--- src/rtl/apu_pkg.sv ---
// ----------------------------------------------------------------------------
// apu_pkg
// Definitions shared by the APU sound path (scheduler and tone generator):
//   - 2-bit voice codes (none / eat / hit / die)
//   - scheduler state encoding
//   - default frame lengths of each sound and of the inter-sound gap
//   - helper converting a voice code to its one-hot request bit {die,hit,eat}
// No ports (package).
// ----------------------------------------------------------------------------
package apu_pkg;

    localparam int FRAME_W_DEF    = 5;
    localparam int EAT_FRAMES_DEF = 8;
    localparam int HIT_FRAMES_DEF = 12;
    localparam int DIE_FRAMES_DEF = 30;
    localparam int GAP_FRAMES_DEF = 1;

    typedef enum logic [1:0] {
        VOICE_NONE = 2'd0,
        VOICE_EAT  = 2'd1,
        VOICE_HIT  = 2'd2,
        VOICE_DIE  = 2'd3
    } voice_e;

    typedef enum logic [1:0] {
        ST_IDLE = 2'd0,
        ST_PLAY = 2'd1,
        ST_GAP  = 2'd2
    } state_e;

    // One-hot request bit owned by a voice, in {die, hit, eat} order.
    function automatic logic [2:0] voice_mask(input voice_e v);
        logic [2:0] m;
        case (v)
            VOICE_EAT: m = 3'b001;
            VOICE_HIT: m = 3'b010;
            VOICE_DIE: m = 3'b100;
            default:   m = 3'b000;
        endcase
        return m;
    endfunction

endpackage

--- src/rtl/apu_sound_scheduler_if.sv ---
// ----------------------------------------------------------------------------
// apu_sound_scheduler_if
// Bundle between the trigger stage / tone generator and the sound scheduler.
//   frame_end, enable, eat_req, hit_req, die_req : towards the scheduler
//   voice_sel, voice_active, sound_start, pending: from the scheduler
// master: the side that raises requests and watches the voice.
// slave : the scheduler itself.
// ----------------------------------------------------------------------------
interface apu_sound_scheduler_if;
    logic       frame_end;
    logic       enable;
    logic       eat_req;
    logic       hit_req;
    logic       die_req;
    logic [1:0] voice_sel;
    logic       voice_active;
    logic       sound_start;
    logic [2:0] pending;

    modport master (
        output frame_end, enable, eat_req, hit_req, die_req,
        input  voice_sel, voice_active, sound_start, pending
    );

    modport slave (
        input  frame_end, enable, eat_req, hit_req, die_req,
        output voice_sel, voice_active, sound_start, pending
    );
endinterface

--- src/rtl/sound_req_edge.sv ---
// ----------------------------------------------------------------------------
// sound_req_edge
// 3-bit rising-edge detector for the level sound requests.
//   clk   in  system clock
//   reset in  synchronous, active-high reset
//   i_req in  level requests {die, hit, eat}
//   o_new out one cycle high per rising edge of each request
// The delayed copy keeps tracking while the scheduler is muted, so a request
// already high when sound is re-enabled does not produce an edge.
// ----------------------------------------------------------------------------
module sound_req_edge (
    input  logic       clk,
    input  logic       reset,
    input  logic [2:0] i_req,
    output logic [2:0] o_new
);
    logic [2:0] r_req_q;

    // Delayed copy of the requests for edge detection.
    always_ff @(posedge clk) begin
        if (reset) begin
            r_req_q <= 3'b000;
        end else begin
            r_req_q <= i_req;
        end
    end

    assign o_new = i_req & ~r_req_q;
endmodule

--- src/rtl/apu_sound_scheduler.sv ---
// ----------------------------------------------------------------------------
// apu_sound_scheduler
// Shares the single APU voice between the eat, hit and die sounds.
//   clk   in  system clock
//   reset in  synchronous, active-high reset
//   sched     apu_sound_scheduler_if.slave:
//     frame_end/enable/eat_req/hit_req/die_req in,
//     voice_sel/voice_active/sound_start/pending out (all registered)
// Request edges are queued as pending bits; the highest of (pending | new)
// wins (die > hit > eat). Each sound lasts its frame count of frame_end
// pulses after the start, followed by GAP_FRAMES silent frames.
// ----------------------------------------------------------------------------
module apu_sound_scheduler
    import apu_pkg::*;
#(
    parameter int FRAME_W    = FRAME_W_DEF,
    parameter int EAT_FRAMES = EAT_FRAMES_DEF,
    parameter int HIT_FRAMES = HIT_FRAMES_DEF,
    parameter int DIE_FRAMES = DIE_FRAMES_DEF,
    parameter int GAP_FRAMES = GAP_FRAMES_DEF
) (
    input logic                   clk,
    input logic                   reset,
    apu_sound_scheduler_if.slave  sched
);
    state_e               r_state;
    voice_e               r_voice_sel;
    logic                 r_voice_active;
    logic                 r_sound_start;
    logic [2:0]           r_pending;
    logic [FRAME_W-1:0]   r_count;

    logic [2:0]           w_req;
    logic [2:0]           w_new;
    logic [2:0]           w_cand;
    logic [2:0]           w_cur_bit;
    voice_e               w_win;
    voice_e               w_new_top;
    logic                 w_last_frame;
    logic                 w_start;

    // Highest-priority voice present in a {die, hit, eat} request vector.
    function automatic voice_e f_prio(input logic [2:0] v);
        voice_e r;
        if (v[2]) begin
            r = VOICE_DIE;
        end else if (v[1]) begin
            r = VOICE_HIT;
        end else if (v[0]) begin
            r = VOICE_EAT;
        end else begin
            r = VOICE_NONE;
        end
        return r;
    endfunction

    // Length in frames of a voice.
    function automatic logic [FRAME_W-1:0] f_frames(input voice_e v);
        logic [FRAME_W-1:0] n;
        case (v)
            VOICE_EAT: n = FRAME_W'(EAT_FRAMES);
            VOICE_HIT: n = FRAME_W'(HIT_FRAMES);
            VOICE_DIE: n = FRAME_W'(DIE_FRAMES);
            default:   n = {FRAME_W{1'b0}};
        endcase
        return n;
    endfunction

    assign w_req = {sched.die_req, sched.hit_req, sched.eat_req};

    sound_req_edge u_edge (
        .clk   (clk),
        .reset (reset),
        .i_req (w_req),
        .o_new (w_new)
    );

    assign w_cand       = r_pending | w_new;
    assign w_win        = f_prio(w_cand);
    assign w_new_top    = f_prio(w_new);
    assign w_cur_bit    = voice_mask(r_voice_sel);
    assign w_last_frame = sched.frame_end && (r_count == FRAME_W'(1));

    // Decide whether this cycle (re)starts the winner with a fresh counter.
    // Pending bits are always below the playing voice, so a preempting edge
    // is always the overall winner.
    always_comb begin
        w_start = 1'b0;
        case (r_state)
            ST_IDLE: w_start = (w_cand != 3'b000);
            ST_PLAY: w_start = (w_new_top > r_voice_sel) ||
                               (w_last_frame && (GAP_FRAMES == 0) && (w_cand != 3'b000));
            ST_GAP:  w_start = w_last_frame && (w_cand != 3'b000);
            default: w_start = 1'b0;
        endcase
    end

    // Scheduler FSM with its counter, pending queue and registered outputs.
    always_ff @(posedge clk) begin
        if (reset || !sched.enable) begin
            r_state        <= ST_IDLE;
            r_voice_sel    <= VOICE_NONE;
            r_voice_active <= 1'b0;
            r_sound_start  <= 1'b0;
            r_pending      <= 3'b000;
            r_count        <= {FRAME_W{1'b0}};
        end else if (w_start) begin
            r_state        <= ST_PLAY;
            r_voice_sel    <= w_win;
            r_voice_active <= 1'b1;
            r_sound_start  <= 1'b1;
            r_pending      <= w_cand & ~voice_mask(w_win);
            r_count        <= f_frames(w_win);
        end else begin
            r_sound_start <= 1'b0;
            r_pending     <= w_cand & ~w_cur_bit;
            case (r_state)
                ST_PLAY: begin
                    if ((w_new & w_cur_bit) != 3'b000) begin
                        // Retrigger of the playing voice.
                        r_count       <= f_frames(r_voice_sel);
                        r_sound_start <= 1'b1;
                    end else if (w_last_frame) begin
                        r_voice_sel    <= VOICE_NONE;
                        r_voice_active <= 1'b0;
                        if (GAP_FRAMES != 0) begin
                            r_state <= ST_GAP;
                            r_count <= FRAME_W'(GAP_FRAMES);
                        end else begin
                            r_state <= ST_IDLE;
                        end
                    end else if (sched.frame_end) begin
                        r_count <= r_count - FRAME_W'(1);
                    end else begin
                        r_count <= r_count;
                    end
                end
                ST_GAP: begin
                    if (w_last_frame) begin
                        r_state <= ST_IDLE;
                    end else if (sched.frame_end) begin
                        r_count <= r_count - FRAME_W'(1);
                    end else begin
                        r_count <= r_count;
                    end
                end
                default: begin
                    r_state <= ST_IDLE;
                end
            endcase
        end
    end

    assign sched.voice_sel    = r_voice_sel;
    assign sched.voice_active = r_voice_active;
    assign sched.sound_start  = r_sound_start;
    assign sched.pending      = r_pending;
endmodule
--- src/flat_wrapper.sv ---
// flat-port wrapper written by rule: the top's interface ports become plain ports
module apu_sound_scheduler_flat import apu_pkg::*;
#(
    parameter int FRAME_W    = FRAME_W_DEF,
    parameter int EAT_FRAMES = EAT_FRAMES_DEF,
    parameter int HIT_FRAMES = HIT_FRAMES_DEF,
    parameter int DIE_FRAMES = DIE_FRAMES_DEF,
    parameter int GAP_FRAMES = GAP_FRAMES_DEF
)
  (clk, reset, sched_frame_end, sched_enable, sched_eat_req, sched_hit_req, sched_die_req, sched_voice_sel, sched_voice_active, sched_sound_start, sched_pending);
  apu_sound_scheduler_if sched_i ();
  input logic clk;
  input logic reset;
  input wire logic [$bits(sched_i.frame_end)-1:0] sched_frame_end;
  input wire logic [$bits(sched_i.enable)-1:0] sched_enable;
  input wire logic [$bits(sched_i.eat_req)-1:0] sched_eat_req;
  input wire logic [$bits(sched_i.hit_req)-1:0] sched_hit_req;
  input wire logic [$bits(sched_i.die_req)-1:0] sched_die_req;
  output wire logic [$bits(sched_i.voice_sel)-1:0] sched_voice_sel;
  output wire logic [$bits(sched_i.voice_active)-1:0] sched_voice_active;
  output wire logic [$bits(sched_i.sound_start)-1:0] sched_sound_start;
  output wire logic [$bits(sched_i.pending)-1:0] sched_pending;
  assign sched_i.frame_end = sched_frame_end;
  assign sched_i.enable = sched_enable;
  assign sched_i.eat_req = sched_eat_req;
  assign sched_i.hit_req = sched_hit_req;
  assign sched_i.die_req = sched_die_req;
  assign sched_voice_sel = sched_i.voice_sel;
  assign sched_voice_active = sched_i.voice_active;
  assign sched_sound_start = sched_i.sound_start;
  assign sched_pending = sched_i.pending;
  apu_sound_scheduler #(.FRAME_W(FRAME_W), .EAT_FRAMES(EAT_FRAMES), .HIT_FRAMES(HIT_FRAMES), .DIE_FRAMES(DIE_FRAMES), .GAP_FRAMES(GAP_FRAMES)) u_core (.clk(clk), .reset(reset), .sched(sched_i));
endmodule
--- config.mk ---
export PLATFORM = sky130hd
export DESIGN_NAME = apu_sound_scheduler_flat
export DESIGN_NICKNAME = d
export VERILOG_FILES = /design/src/rtl/apu_pkg.sv /design/src/rtl/apu_sound_scheduler_if.sv /design/src/rtl/sound_req_edge.sv /design/src/rtl/apu_sound_scheduler.sv /design/src/flat_wrapper.sv
export SDC_FILE = /design/constraint.sdc
export NUM_CORES = 1
export LEC_CHECK = 0
export CAP_MARGIN = 30
export CORE_MARGIN = 2
export CORE_UTILIZATION = 45
export CTS_BUF_LIST = sky130_fd_sc_hd__clkbuf_2 sky130_fd_sc_hd__clkbuf_4 sky130_fd_sc_hd__clkbuf_8
export DETAILED_ROUTE_END_ITERATION = 8
export PLACE_DENSITY = 0.67
export SYNTH_ARGS = -nofsm -noshare
export SYNTH_HDL_FRONTEND = slang
export SYNTH_HIERARCHICAL = 1
export SYNTH_SLANG_ARGS = --single-unit
--- constraint.sdc ---
create_clock -name clk -period 4.97 [get_ports clk]
set_input_delay 0.994 -clock clk [delete_from_list [all_inputs] [get_ports clk]]
set_output_delay 0.994 -clock clk [all_outputs]
set_load 0.02 [all_outputs]
* Word-level counts from Yosys, hierarchy flattened
Index checks and enable logic that the tools add are counted.
** Cells by class
- Reductions and logical operators :: 15
- Shifts and indexed selects :: 0
- Equality and inequality tests :: 17
- $mul :: 0
- Magnitude comparators :: 1
- Bitwise gates (word level) :: 8
- Muxes and demuxes :: 35
- Add/subtract/negate cells :: 1
- Div/mod/pow operators :: 0
** Operators with widths (count)
- one-hot mux 5 bit (3 select lines) :: 2
- 2-to-1 mux 5 bit :: 5
- 2-to-1 mux 2 bit :: 10
- one-hot mux 3 bit (3 select lines) :: 2
- bitwise AND 3 bit :: 4
- == test 2 bit (second input constant) :: 5
- 2-to-1 mux 1 bit :: 10
- one-hot mux 5 bit (2 select lines) :: 1
- 2-to-1 mux 3 bit :: 3
- NOT 3 bit :: 3
- AND reduction 3 bit :: 3
- nonzero test 3 bit :: 3
- == test 2 x 1 -> 1 bit (second input constant) :: 3
- inequality test 2 x 1 -> 1 bit (second input constant) :: 3
- inequality test 3 x 1 -> 1 bit (second input constant) :: 2
- == test 5 x 1 -> 1 bit (second input constant) :: 1
- subtractor 5 x 1 -> 5 bit (second input constant) :: 1
- one-hot mux 2 bit (2 select lines) :: 1
- nonzero test 2 bit :: 2
- inequality test 3 x 2 -> 1 bit (second input constant) :: 1
- inequality test 3 bit (second input constant) :: 1
- bitwise OR 3 bit :: 1
- one-hot mux 1 bit (3 select lines) :: 1
- > comparator 2 bit :: 1
- other kinds (7) :: 8
** Storage, ports and cells
- Logic and storage cells :: 85
- Bits in registers :: 17
- RAM bits :: 0
- Memory bits (read-only) :: 0
- Output and inout bits :: 7
- Latch bits :: 0
- Memories :: 0
- Input port bits :: 7

* Logic depth before layout (Yosys ltp)
Gate-level depths: netlist of the first run.
- Depth after elaboration :: 13
- Mapped depth :: 10
- Depth with buffers taken out :: 9

* By module
Netlist of the first run, hierarchy kept.
** Modules (own cells, without submodules)
- apu_sound_scheduler :: area each 933.4 sq um, sequential area each 280.3 sq um, cells an instance 113, instances 1
- sound_req_edge :: area each 105.1 sq um, sequential area each 60.1 sq um, cells an instance 9, instances 1

* Worst setup path after synthesis of the first run
No wires, ideal clock.
- Path kind :: input -> register
- Start point :: in sched_hit_req
- End point :: reg u_core.r_pending[1] (netlist: u_core/sched.pending[1])
- Buffers on the path :: 1
- Setup time :: 0.119 ns
- Slack :: 2.124 ns
- Data required time :: 4.851 ns
- Cell stages on the path :: 9
- Arrival time :: 2.728 ns
- Cell sequence :: nor2b_2 -> or2_2 -> ha_1 -> nor2b_1 -> o211ai_1 -> o21a_1 -> buf_6 -> nand2_1 -> o221a_2
** Between the ends
- Longest elaborated chain between the ends :: 11
- Elaborated cells on any way between the ends :: 20
- Those cells by class :: order compare (1); eq/ne (3); mux (9); bitwise (5); reduce/logical (2)
** Ends and longest elaborated chain
- start, declared :: RTL line flat_wrapper.sv:17 : input wire logic [$bits(sched_i.hit_req)-1:0] sched_hit_req;
- bitwise AND 3 bit * :: RTL line sound_req_edge.sv:28 : assign o_new = i_req & ~r_req_q;
- bitwise OR 3 bit :: RTL line apu_sound_scheduler.sv:78 : assign w_cand = r_pending | w_new;
- 2-to-1 mux 2 bit :: RTL line apu_sound_scheduler.sv:47 : end else if (v[1]) begin
- 2-to-1 mux 2 bit :: RTL line apu_sound_scheduler.sv:45 : if (v[2]) begin
- == test 2 bit or == test 2 x 1 -> 1 bit (tied branches) :: RTL line apu_pkg.sv:34 : case (v)
- one-hot mux 3 bit (3 select lines) :: RTL line apu_pkg.sv:34
- 2-to-1 mux 3 bit :: RTL line apu_sound_scheduler.sv:107 : end else if (w_start) begin
- 2-to-1 mux 3 bit :: RTL line apu_sound_scheduler.sv:100 : if (reset || !sched.enable) begin
- NOT 3 bit :: RTL line apu_sound_scheduler.sv:112 : r_pending <= w_cand & ~voice_mask(w_win);
- bitwise AND 3 bit :: RTL line apu_sound_scheduler.sv:112
- 2-to-1 mux 3 bit * :: RTL line apu_sound_scheduler.sv:107
- end signal, assigned :: RTL line apu_sound_scheduler.sv:112
- end signal, assigned :: RTL line apu_sound_scheduler.sv:116 : r_pending <= w_cand & ~w_cur_bit;
- end, declared :: RTL line apu_sound_scheduler.sv:30 : logic [2:0] r_pending;
Every way passes the cells marked *; elsewhere a longest branch is shown, timed or not. The select of a mux whose other input is x is not followed.
A chain may end at the register's enable or synchronous reset.

* Worst setup path in the final report of the first run
- Start point :: in sched_die_req
- End point :: reg u_core.r_pending[0] (netlist: u_core/sched.pending[0])
** Between the ends
- Longest elaborated chain between the ends :: 10
- Elaborated cells on any way between the ends :: 17
- Those cells by class :: order compare (1); eq/ne (3); mux (7); bitwise (4); reduce/logical (2)
** Ends and longest elaborated chain
- start, declared :: RTL line flat_wrapper.sv:18 : input wire logic [$bits(sched_i.die_req)-1:0] sched_die_req;
- bitwise AND 3 bit * :: RTL line sound_req_edge.sv:28
- net u_core.w_new[2] :: RTL line apu_sound_scheduler.sv:34 : logic [2:0] w_new;
- bitwise OR 3 bit :: RTL line apu_sound_scheduler.sv:78
- 2-to-1 mux 2 bit :: RTL line apu_sound_scheduler.sv:45
- == test 2 bit or == test 2 x 1 -> 1 bit (tied branches) :: RTL line apu_pkg.sv:34
- one-hot mux 3 bit (3 select lines) :: RTL line apu_pkg.sv:34
- 2-to-1 mux 3 bit :: RTL line apu_sound_scheduler.sv:107
- 2-to-1 mux 3 bit :: RTL line apu_sound_scheduler.sv:100
- NOT 3 bit :: RTL line apu_sound_scheduler.sv:112
- bitwise AND 3 bit :: RTL line apu_sound_scheduler.sv:112
- 2-to-1 mux 3 bit * :: RTL line apu_sound_scheduler.sv:107
The timed path passes the listed nets; every way through them passes the cells marked *. The select of a mux whose other input is x is not followed.

==> results of run 1 <==
==> power groups by stage <==
stage | Clock [uW] | Sequential [uW] | Combinational, uW
3_5_place_dp | 0 | 158 | 75.5
2_1_floorplan | 0 | 159 | 52.6
4_1_cts | 83.4 | 155 | 76.2
6_report | 82.2 | 155 | 76.8
3_3_place_gp | 0 | 158 | 74.6
5_1_grt | 89.1 | 157 | 84.7
==> metal layers <==
metal	routed length, um	vias up	track usage
met5	0	-	0
met4	14	0	0.05263
met3	99	2	0.03448
met2	1092	27	0.3101
met1	1184	450	0.2911
li1	-	478	-
==> registers in the layout (all words and copies together) (netlist names) <==
register                   count
u_core/sched.pending           3
u_core/r_count                 5
u_core/sched.voice_sel         2
u_core/u_edge/r_req_q          3
u_core/sched.voice_active      1
u_core/r_state                 2
u_core/sched.sound_start       1
==> cell type report <==
class,instances,area share
Multi-Input combinational cell,95,0.5376
Sequential cell,17,0.2801
Timing Repair Buffer,13,0.1071
Tap cell,28,0.02884
Clock buffer,4,0.02472
Inverter,7,0.02163
==> metrics by stage <==
stage          worst slack (ns)  area, sq um  total power, uW  hold slack [ns]
6_report                  1.689         1215            314.0           0.4689
3_5_place_dp              1.418         1185            233.6           0.4567
2_1_floorplan             2.124         1039            211.5           0.4972
5_1_grt                   1.502         1215            330.3           0.5066
3_3_place_gp              1.502         1185            232.7           0.4620
4_1_cts                   1.722         1215            314.6           0.4742
==> critical path, stage by stage <==
cell and delay (ns):
clkdlybuf4s50_1 0.42, nor2b_2 0.20, or2_2 0.28, ha_1 0.29
nor2b_1 0.13, o211ai_1 0.35, o21a_1 0.42, o21ai_0 0.19
a211oi_2 0.23
==> path summary, 6_finish.rpt <==
| kind | startpoint | end | slack [ns] | cells after the start |
|---|---|---|---|---|
| worst max-delay path | sched_die_req | u_core/sched.pending[0] | 1.69 | 9 |
| worst min-delay path | u_core/sched.voice_active | u_core/sched.voice_active | 0.47 | 2 |
| worst max register to register | u_core/u_edge/r_req_q[1] | u_core/sched.pending[0] | 2.58 | 8 |
| worst min register to register | u_core/sched.voice_active | u_core/sched.voice_active | 0.47 | 2 |
==> placed cells by master (no fill, tap or decap), drive strengths merged, types with 2 or more instances in the layout <==
master         count
clkdlybuf4s50     13
o21ai              9
o211a              2
a211oi             3
inv                7
clkbuf             4
nand3              2
o31ai              2
nand2b             3
xnor2              2
or2                3
ha                 4
nor2               4
a21oi             13
a31oi              4
o21a               2
dfxtp             17
nor2b              8
nor4b              2
nand2             12
==> logic make-up after synthesis <==
logic type,count (synthesis),synth area share
and+or+nand+nor,41,0.2398
AOI/OAI and AO/OA,47,0.3132
buffers and inverters,10,0.04338
DFF,17,0.3277
adders and majority gates,4,0.04819
muxes,1,0.01084
xor gates and xnor gates,2,0.01687
==> metrics.md, run 1 <==
| Metric | Value |
|---|---|
| I/O pin count | `14` |
| Post-route insts no fill | `164` |
| Max Transition Viols Final | `0` |
| Total congestion overflow | `0` |
| Max-slew headroom | `0.6722` |
| Syn_nets | `133` |
| Dominant cells by area after synthesis | `dfxtp_1, a21oi_1, ha_1, o21ai_0, nand2_1` |
| Rows | `17` |
| Initial antenna violation count | `0` |
| H-Tree Depth | `1` |
| Top_reg_cell synth | `dfxtp_1` |
| Clk_lat worst skew | `0.29 ns` |
| Max Cap Viol | `0` |
| CTS tree | `yes` |
| Multi-input gate area | `653.1 sq um` |
| Worst slew pin tran | `0.4872 ns` |
| Die H | `52.04 um` |
| DRC Markers | `0` |
| Final Util | `0.5545` |
| Tot GR Track Use | `0.2022` |
| CTS sink count | `17` |
| Fin crit share | `0.6602` |
| Peak supply drop | `169.4 uV` |
| Synth Instances | `122` |
| Unrepaired setup endpoints after global routing | `no` |
| Avg Synthesized Cell Area | `8.512 sq um` |
| Seq pwr share | `0.494` |
| DR vias | `957` |
| CP Data Required Time | `5.19 ns` |
| Net Switching | `around 97 uW` |
| Initial Util | `0.4740` |
| # nets final | `148` |
| CTS clk-pin slew, worst paths | `0.10 ns` |
| Combinational share of power | `0.245` |
| First-pass GRT wire length | `4077 um` |
| Setup bufs post-CTS | `0` |
| Yosys top cell area share | `0.3277` |
| Die Wd | `52.04 um` |
| Status | `finished, final reports clean` |
| CP startpoint kind | `input port` |
| # hold bufs at CTS | `0` |
| Final wirelength | `about 2400 um` |
| Leak pwr | `0.0004496 uW` |
| Yosys reg bits | `17` |
| Post-synthesis sequential area ratio | `0.3277` |
| N_diodes | `0` |
| DR vias/cell | `5.835` |
| Total power per unit cell area | `258.5 nW/um^2` |
| Fraction of registers with async set/reset | `0` |
| CTS buffer count | `3` |
| Warnings from Yosys | `6` |
| 1st-iter DRT viols | `26` |
| I/O Buffers | `13` |
| Layout area overhead | `16.99%` |
| Vias in the first global route | `874` |
| Switching Share | `0.3103` |
| Dominant cell type by area after synthesis | `dfxtp_1` |
| Routed Antenna Nets | `0` |
| Post-synth EDFFs | `0` |
| Maximum operating frequency | `304.8 MHz` |
| Setup CP Type | `input port to flop` |
| Final setup violation count | `0` |
| Commonest cells in the netlist | `dfxtp_1, a21oi_1, nand2_1` |
| Netlist cell types | `between 40 and 50` |
| Crit-path max FO | `11` |
| Std-Cell Core Area | `2191 sq um` |
| Fillers | `about 210` |
| Ratio of cells with drive above 1 in the final layout | `0.1397` |
| Largest net degree at the start of global routing | `14` |
| Critical path capture point type | `flop` |
| Arrival @ worst endpoint | `around 3.5 ns` |
| Clk_skew | `between 0.0003 and 0.0004 ns` |
| Post-DP HPWL | `1749 um` |
| Cell Area, Synth | `1038 sq um` |
| First-pass DRT Iterations | `4` |
| CTS Root Cell | `clkbuf_4` |
| Internal power | `216.6 uW` |
| RePlAce Congestion | `0.9055` |
| Count of final hold-check violations | `0` |
| WL/cell | `14.58 um` |
| Inst Count DP | `160` |
| Setup_tns | `0 ns` |
| Clock group share of total power | `0.262` |
| Post-route minimum period | `roughly 3.3 ns` |
| Post-CTS Resized | `0` |
| Full die area | `2708 sq um` |
| Seq. cell area | `340.3 sq um` |
| Cell with the most instances after synthesis | `dfxtp_1` |
| Worst hold path class | `flop to flop` |
| Max Root-Sink Buffers | `2` |
Note: power is estimated with default switching activity, not from simulation.
==> inputs of run 2 (changes only) <==
--- a/config.mk
+++ b/config.mk
@@ -10,7 +10,7 @@
 export CORE_UTILIZATION = 45
 export CTS_BUF_LIST = sky130_fd_sc_hd__clkbuf_2 sky130_fd_sc_hd__clkbuf_4 sky130_fd_sc_hd__clkbuf_8
 export DETAILED_ROUTE_END_ITERATION = 8
-export PLACE_DENSITY = 0.67
+export PLACE_DENSITY = 0.7
 export SYNTH_ARGS = -nofsm -noshare
 export SYNTH_HDL_FRONTEND = slang
 export SYNTH_HIERARCHICAL = 1
==> constraint.sdc (replaced) <==
create_clock -name clk -period 3.01 [get_ports clk]
set_input_delay 0.602 -clock clk [delete_from_list [all_inputs] [get_ports clk]]
set_output_delay 0.602 -clock clk [all_outputs]
set_load 0.02 [all_outputs]
==> run 2 against run 1 <==
  * Critical path depth grew 1
  * Setup slack lost 1.4 ns
  * Flip-flop and latch count is the same
  * Routed wire length rose by 8.8%
  * Global-route usage increased by 1.7 points
  * Total power rose by 66%
  * Register-to-register slack worse by 1.8 ns
  * Via count rose by 5.1%
  * Critical endpoint is now u_core/sched.voice_sel[1]
==> metrics.md, run 2 (synthesis gave the netlist of run 1 again) <==
| Metric | Value |
|---|---|
| Fillers | `210 (+0.48%)` |
| DR vias | `1006 (+5.1%)` |
| Count of final hold-check violations | `0 (unchanged)` |
| Net Switching | `157.5 uW (+62%)` |
| Setup bufs post-CTS | `0 (unchanged)` |
| CTS buffer count | `3 (unchanged)` |
| Std-Cell Core Area | `2191 sq um (unchanged)` |
| # nets final | `151 (+2.0%)` |
| Status | `finished, final reports clean` |
| Full die area | `2708 sq um (unchanged)` |
| Die H | `52.04 um (unchanged)` |
| DRC Markers | `0 (unchanged)` |
| Maximum operating frequency | `about 370 MHz` |
| Final setup violation count | `0 (unchanged)` |
| Clk_skew | `0.006889 ns (+0.006551 ns)` |
| Most common cell after layout, fill and taps aside | `dfxtp_1` |
| Max Cap Viol | `0 (unchanged)` |
| First-pass DRT Iterations | `4 (unchanged)` |
| Worst hold path startpoint | `u_core/sched.voice_active` |
| Largest net degree at the start of global routing | `14 (unchanged)` |
| Total congestion overflow | `0 (unchanged)` |
| Post-CTS Resized | `0 (unchanged)` |
| Vias in the first global route | `973 (+11%)` |
| Initial Util | `0.4740 (unchanged)` |
| Slowest stage delay, CP | `0.40 ns (-0.02 ns)` |
| DR vias/cell | `6.024 (+3.2%)` |
| Max Transition Viols Final | `0 (unchanged)` |
| Rows | `17 (unchanged)` |
| Routed Antenna Nets | `0 (unchanged)` |
| WL/cell | `15.58 um (+6.9%)` |
| Clk_lat worst skew | `0.29 ns (about the same)` |
| CTS tree | `yes` |
| Most frequent cells in the layout | `dfxtp_1, clkdlybuf4s50_1, a21oi_1` |
| # hold bufs at CTS | `0 (unchanged)` |
| Max Root-Sink Buffers | `2 (unchanged)` |
| Worst hold path class | `flop to flop` |
| Setup CP Type | `input port to flop` |
| Worst Setup SP | `sched_hit_req` |
| Worst-path cell chain | `clkdlybuf4s50_1, nor2b_2, or2_2, ha_1, nor2b_1, o211ai_1, o21a_1, buf_4, nand3_1, a21oi_1` |
| I/O Buffers | `13 (unchanged)` |
| Leak pwr | `0.0004639 uW (+3.2%)` |
| Peak supply drop | `352.8 uV (+110%)` |
| Switching Share | `0.3029 (-0.007384)` |
| Setup_tns | `0 ns (unchanged)` |
| Critical path capture point type | `flop` |
| Number of flip-flops in the largest register | `5 (unchanged)` |
| First-pass GRT wire length | `4402 um (+8.0%)` |
| CP startpoint kind | `input port` |
| Initial antenna violation count | `0 (unchanged)` |
| H-Tree Depth | `1 (unchanged)` |
| RR Startpoint | `u_core/u_edge/r_req_q[1]` |
| Total power per unit cell area | `420.3 nW/um^2 (+63%)` |
| Combinational share of power | `0.261 (+0.016)` |
| Die Wd | `52.04 um (unchanged)` |
| Seq pwr share | `0.493 (about the same)` |
| Final wirelength | `2602 um (+8.8%)` |
| Arrival @ worst endpoint | `2.93 ns (-0.57 ns)` |
| Post-DP HPWL | `1918 um (+9.7%)` |
| Ratio of cells with drive above 1 in the final layout | `0.1583 (+0.01857)` |
| Post-route minimum period | `2.711 ns` |
| 1st-iter DRT viols | `45 (+73%)` |
| Inst Count DP | `163 (+1.9%)` |
| CTS sink count | `17 (unchanged)` |
| Crit-path max FO | `8 (-3)` |
| Internal power | `362.6 uW (+67%)` |
| Layout area overhead | `19.16%` |
| CP Data Required Time | `3.23 ns (-1.96 ns)` |
| Max-slew headroom | `0.6647 (-0.007506)` |
| Worst slew pin tran | `0.4984 ns (+0.01116 ns)` |
| Critical path's top delay family | `compound AO/OA/AOI/OAI gates` |
| Most flop-heavy register | `u_core/r_count` |
| Post-route insts no fill | `167 (+1.8%)` |
| Unrepaired setup endpoints after global routing | `no` |
| Fin crit share | `0.9007` |
| Clock group share of total power | `0.246 (-0.016)` |
| I/O pin count | `14 (unchanged)` |
| CTS clk-pin slew, worst paths | `0.09 ns (about the same)` |
| Tot GR Track Use | `0.2193 (+0.01716)` |
| CTS Root Cell | `clkbuf_4` |
| Crit path buffers/inverters | `2 (+1)` |
| RePlAce Congestion | `0.9484 (+4.7%)` |
| N_diodes | `0 (unchanged)` |
| Slowest-stage cell, CP | `clkdlybuf4s50_1` |
[run 2: final cells by class]
class | count | area, sq um | area share
multi-input combinational | 95 | 653.1 | 0.5278
inverter | 7 | 26.28 | 0.02123
timing repair buffer | 16 | 152.6 | 0.1234
sequential | 17 | 340.3 | 0.2750
clock buffer | 4 | 30.03 | 0.02427
tap | 28 | 35.03 | 0.02831
[run 2: power by group through the flow]
stage,Clock (uW),Sequential (uW),Combinational (uW)
3_3_place_gp,0,260,128
2_1_floorplan,0,262,86.9
5_1_grt,141,259,148
4_1_cts,134,256,134
6_report,128,256,136
3_5_place_dp,0,261,133
[run 2: final timing paths]
| path | end | depth (start not counted) | slack (ns) |
|---|---|---|---|
| max | u_core/sched.voice_sel[1] | 10 | 0.30 |
| min | u_core/sched.voice_active | 2 | 0.47 |
| max reg2reg | u_core/sched.voice_sel[1] | 9 | 0.78 |
| min reg2reg | u_core/sched.voice_active | 2 | 0.47 |
[run 2: per-layer routing]
metal  vias to the layer above  global-route usage  part of all wire
met5                         -                   0                 0
met4                         0             0.09649            0.0073
met3                         4             0.03448             0.060
met2                        57              0.3692              0.50
met1                       461              0.2735              0.43
li1                        484                   -                 -
[run 2: tightest hold or removal path, stage by stage (launching register included)]
cell     delay [ns]
dfxtp_1        0.32
nand2_1        0.05
a21oi_1        0.06
[run 2: metrics by stage]
stage                     total power, uW  setup WS [ns]  hold slack, ns  instance area [sq um]  utilization
after floorplan                     349.3         0.5555          0.4972                   1039            -
after global placement              388.7         0.1966          0.4591                   1207       0.5511
after detailed placement            393.7         0.1030          0.4515                   1207       0.5511
after CTS                           524.7         0.3385          0.4687                   1237       0.5648
after global routing                547.3         0.2151          0.5025                   1237       0.5648
final                               520.1         0.2988          0.4667                   1237       0.5648
==> inputs of run 3 (changes only) <==
--- a/config.mk
+++ b/config.mk
@@ -10,6 +10,7 @@
 export CORE_UTILIZATION = 45
 export CTS_BUF_LIST = sky130_fd_sc_hd__clkbuf_2 sky130_fd_sc_hd__clkbuf_4 sky130_fd_sc_hd__clkbuf_8
 export DETAILED_ROUTE_END_ITERATION = 8
+export MAX_ROUTING_LAYER = met4
 export PLACE_DENSITY = 0.7
 export SYNTH_ARGS = -nofsm -noshare
 export SYNTH_HDL_FRONTEND = slang
==> run 3 against run 2 <==
  * Critical path depth stayed put
  * Highest routed layer unchanged
  * Sequential power hardly changed
  * Core utilization stayed put
  * Critical path type unchanged
  * Maximum frequency is 0.70% lower
  * Sequential share of layout area stayed put
==> metrics.md, run 3 (synthesis gave the netlist of run 1 again) <==
| Metric | Value |
|---|---|
| Leak pwr | `0.0004639 uW (unchanged)` |
| Largest net degree at the start of global routing | `14 (unchanged)` |
| Layout area overhead | `19.16% (unchanged)` |
| Crit path buffers/inverters | `2 (unchanged)` |
| Placed cell area | `1207 sq um (unchanged)` |
| Max-slew headroom | `0.6742 (+0.009514)` |
| Post-DP HPWL | `1918 um (unchanged)` |
| Unrepaired setup endpoints after global routing | `no` |
| I/O pin count | `14 (unchanged)` |
| Arrival @ worst endpoint | `2.95 ns (+0.02 ns)` |
| Full die area | `2708 sq um (unchanged)` |
| Fin crit share | `0.9071 (+0.006391)` |
| Max Root-Sink Buffers | `2 (unchanged)` |
| Worst-path cell chain | `clkdlybuf4s50_1, nor2b_2, or2_2, ha_1, nor2b_1, o211ai_1, o21a_1, buf_4, nand3_1, a21oi_1` |
| Rows | `17 (unchanged)` |
| Slowest-stage cell, CP | `clkdlybuf4s50_1` |
| Crit-path max FO | `8 (unchanged)` |
| Most frequent cells in the layout | `dfxtp_1, clkdlybuf4s50_1, a21oi_1` |
| DR vias | `1004 (-0.20%)` |
| CP startpoint kind | `input port` |
| # nets final | `151 (unchanged)` |
| Initial Util | `0.4740 (unchanged)` |
| Finished Cell Area | `1237 sq um (unchanged)` |
| First-pass DRT Iterations | `4 (unchanged)` |
| Slowest stage delay, CP | `0.40 ns (about the same)` |
| Pre-CTS setup slack | `0.1030 ns (unchanged)` |
| Total congestion overflow | `0 (unchanged)` |
| DR vias/cell | `6.012 (-0.20%)` |
| I/O Buffers | `13 (unchanged)` |
| Final wirelength | `2598 um (-0.15%)` |
| Vias in the first global route | `975 (+0.21%)` |
| Worst slew pin tran | `0.4842 ns (-0.01414 ns)` |
| CP Data Required Time | `3.23 ns (about the same)` |
| Peak supply drop | `352.4 uV (about the same)` |
| Maximum operating frequency | `366.2 MHz (-0.70%)` |
| First-pass GRT wire length | `4409 um (+0.16%)` |
| Initial antenna violation count | `0 (unchanged)` |
| 1st-iter DRT viols | `54 (+20%)` |
| Most common cell after layout, fill and taps aside | `dfxtp_1` |
| Count of final hold-check violations | `0 (unchanged)` |
| CTS buffer count | `3 (unchanged)` |
| Final setup violation count | `0 (unchanged)` |
| Setup bufs post-CTS | `0 (unchanged)` |
| CTS tree | `yes` |
| Ratio of cells with drive above 1 in the final layout | `0.1583 (unchanged)` |
| Setup CP Type | `input port to flop` |
| Worst hold path class | `flop to flop` |
| H-Tree Depth | `1 (unchanged)` |
| Max Transition Viols Final | `0 (unchanged)` |
| Setup_tns | `0 ns (unchanged)` |
| Critical path capture point type | `flop` |
| DRC Markers | `0 (unchanged)` |
| Die H | `52.04 um (unchanged)` |
| N_diodes | `0 (unchanged)` |
| Number of flip-flops in the largest register | `5 (unchanged)` |
| Most flop-heavy register | `u_core/r_count` |
| Clk_skew | `0.005941 ns (-0.0009484 ns)` |
| Status | `finished, final reports clean` |
| CTS clk-pin slew, worst paths | `0.09 ns (about the same)` |
| CTS Root Cell | `clkbuf_4` |
| Tot Pwr | `519.4 uW (-0.14%)` |
| Tot GR Track Use | `0.2238 (+0.004471)` |
| # hold bufs at CTS | `0 (unchanged)` |
| Post-route minimum period | `2.730 ns (+0.01924 ns)` |
| RePlAce Congestion | `0.9657 (+1.8%)` |
| Routed Antenna Nets | `0 (unchanged)` |
| WL/cell | `15.56 um (-0.15%)` |
| Die Wd | `52.04 um (unchanged)` |
| Total power per unit cell area | `419.7 nW/um^2 (-0.14%)` |
| Clk_lat worst skew | `0.29 ns (about the same)` |
| Max Cap Viol | `0 (unchanged)` |
| Post-CTS Resized | `0 (unchanged)` |
| Setup ws final | `0.2796 ns (-0.01924 ns)` |
| Critical path's top delay family | `compound AO/OA/AOI/OAI gates` |
| WHS | `0.4654 ns (-0.001386 ns)` |
| Std-Cell Core Area | `2191 sq um (unchanged)` |
| CTS sink count | `17 (unchanged)` |
==> run 3: cell counts in the layout (fill, tap and decap cells not counted) <==
Identical to the previous run, type by type.
==> run 3: layer usage <==
metal / GRT usage / vias up / part of all wire
met5: - / - / 0
met4: 0.09649 / 0 / 0.016
met3: 0.02586 / 6 / 0.070
met2: 0.3650 / 49 / 0.49
met1: 0.2789 / 462 / 0.43
li1: - / 487 / -
==> run 3: final timing paths <==
path,start,to,slack (ns),cells past startpoint
setup / recovery,sched_hit_req,u_core/sched.voice_sel[1],0.28,10
hold / removal,u_core/sched.voice_active,u_core/sched.voice_active,0.47,2
setup reg to reg,u_core/u_edge/r_req_q[1],u_core/sched.voice_sel[1],0.76,9
hold reg to reg,u_core/sched.voice_active,u_core/sched.voice_active,0.47,2
==> run 3: tightest hold or removal path: cells and delay by family, from the launching register on <==
kind	cells	cell delay [ns]
AO/OA/AOI/OAI	1	0.06
flip-flops	1	0.32
AND/OR/NAND/NOR	1	0.05
==> run 3: per-stage QoR <==
step / cells / utilization
after global placement: 163 / 0.5511
after detailed placement: 163 / 0.5511
after CTS: 167 / 0.5648
after floorplan: 122 / -
final: 167 / 0.5648
after global routing: 167 / 0.5648
==> run 3: power by group <==
group | switching, uW | total [uW] | internal, uW
logic | 72.0 | 136 | 63.8
clock network | 66.6 | 127 | 60.5
registers | 18.2 | 256 | 238
total | 157 | 519 | 363
==> run 3: area by class of cell <==
| class | instances | area (sq um) |
|---|---|---|
| Tap cell | 28 | 35.03 |
| Clock buffer | 4 | 30.03 |
| Sequential cell | 17 | 340.3 |
| Timing Repair Buffer | 16 | 152.6 |
| Fill cell | 210 | 953.4 |
| Multi-Input combinational cell | 95 | 653.1 |
| Inverter | 7 | 26.28 |
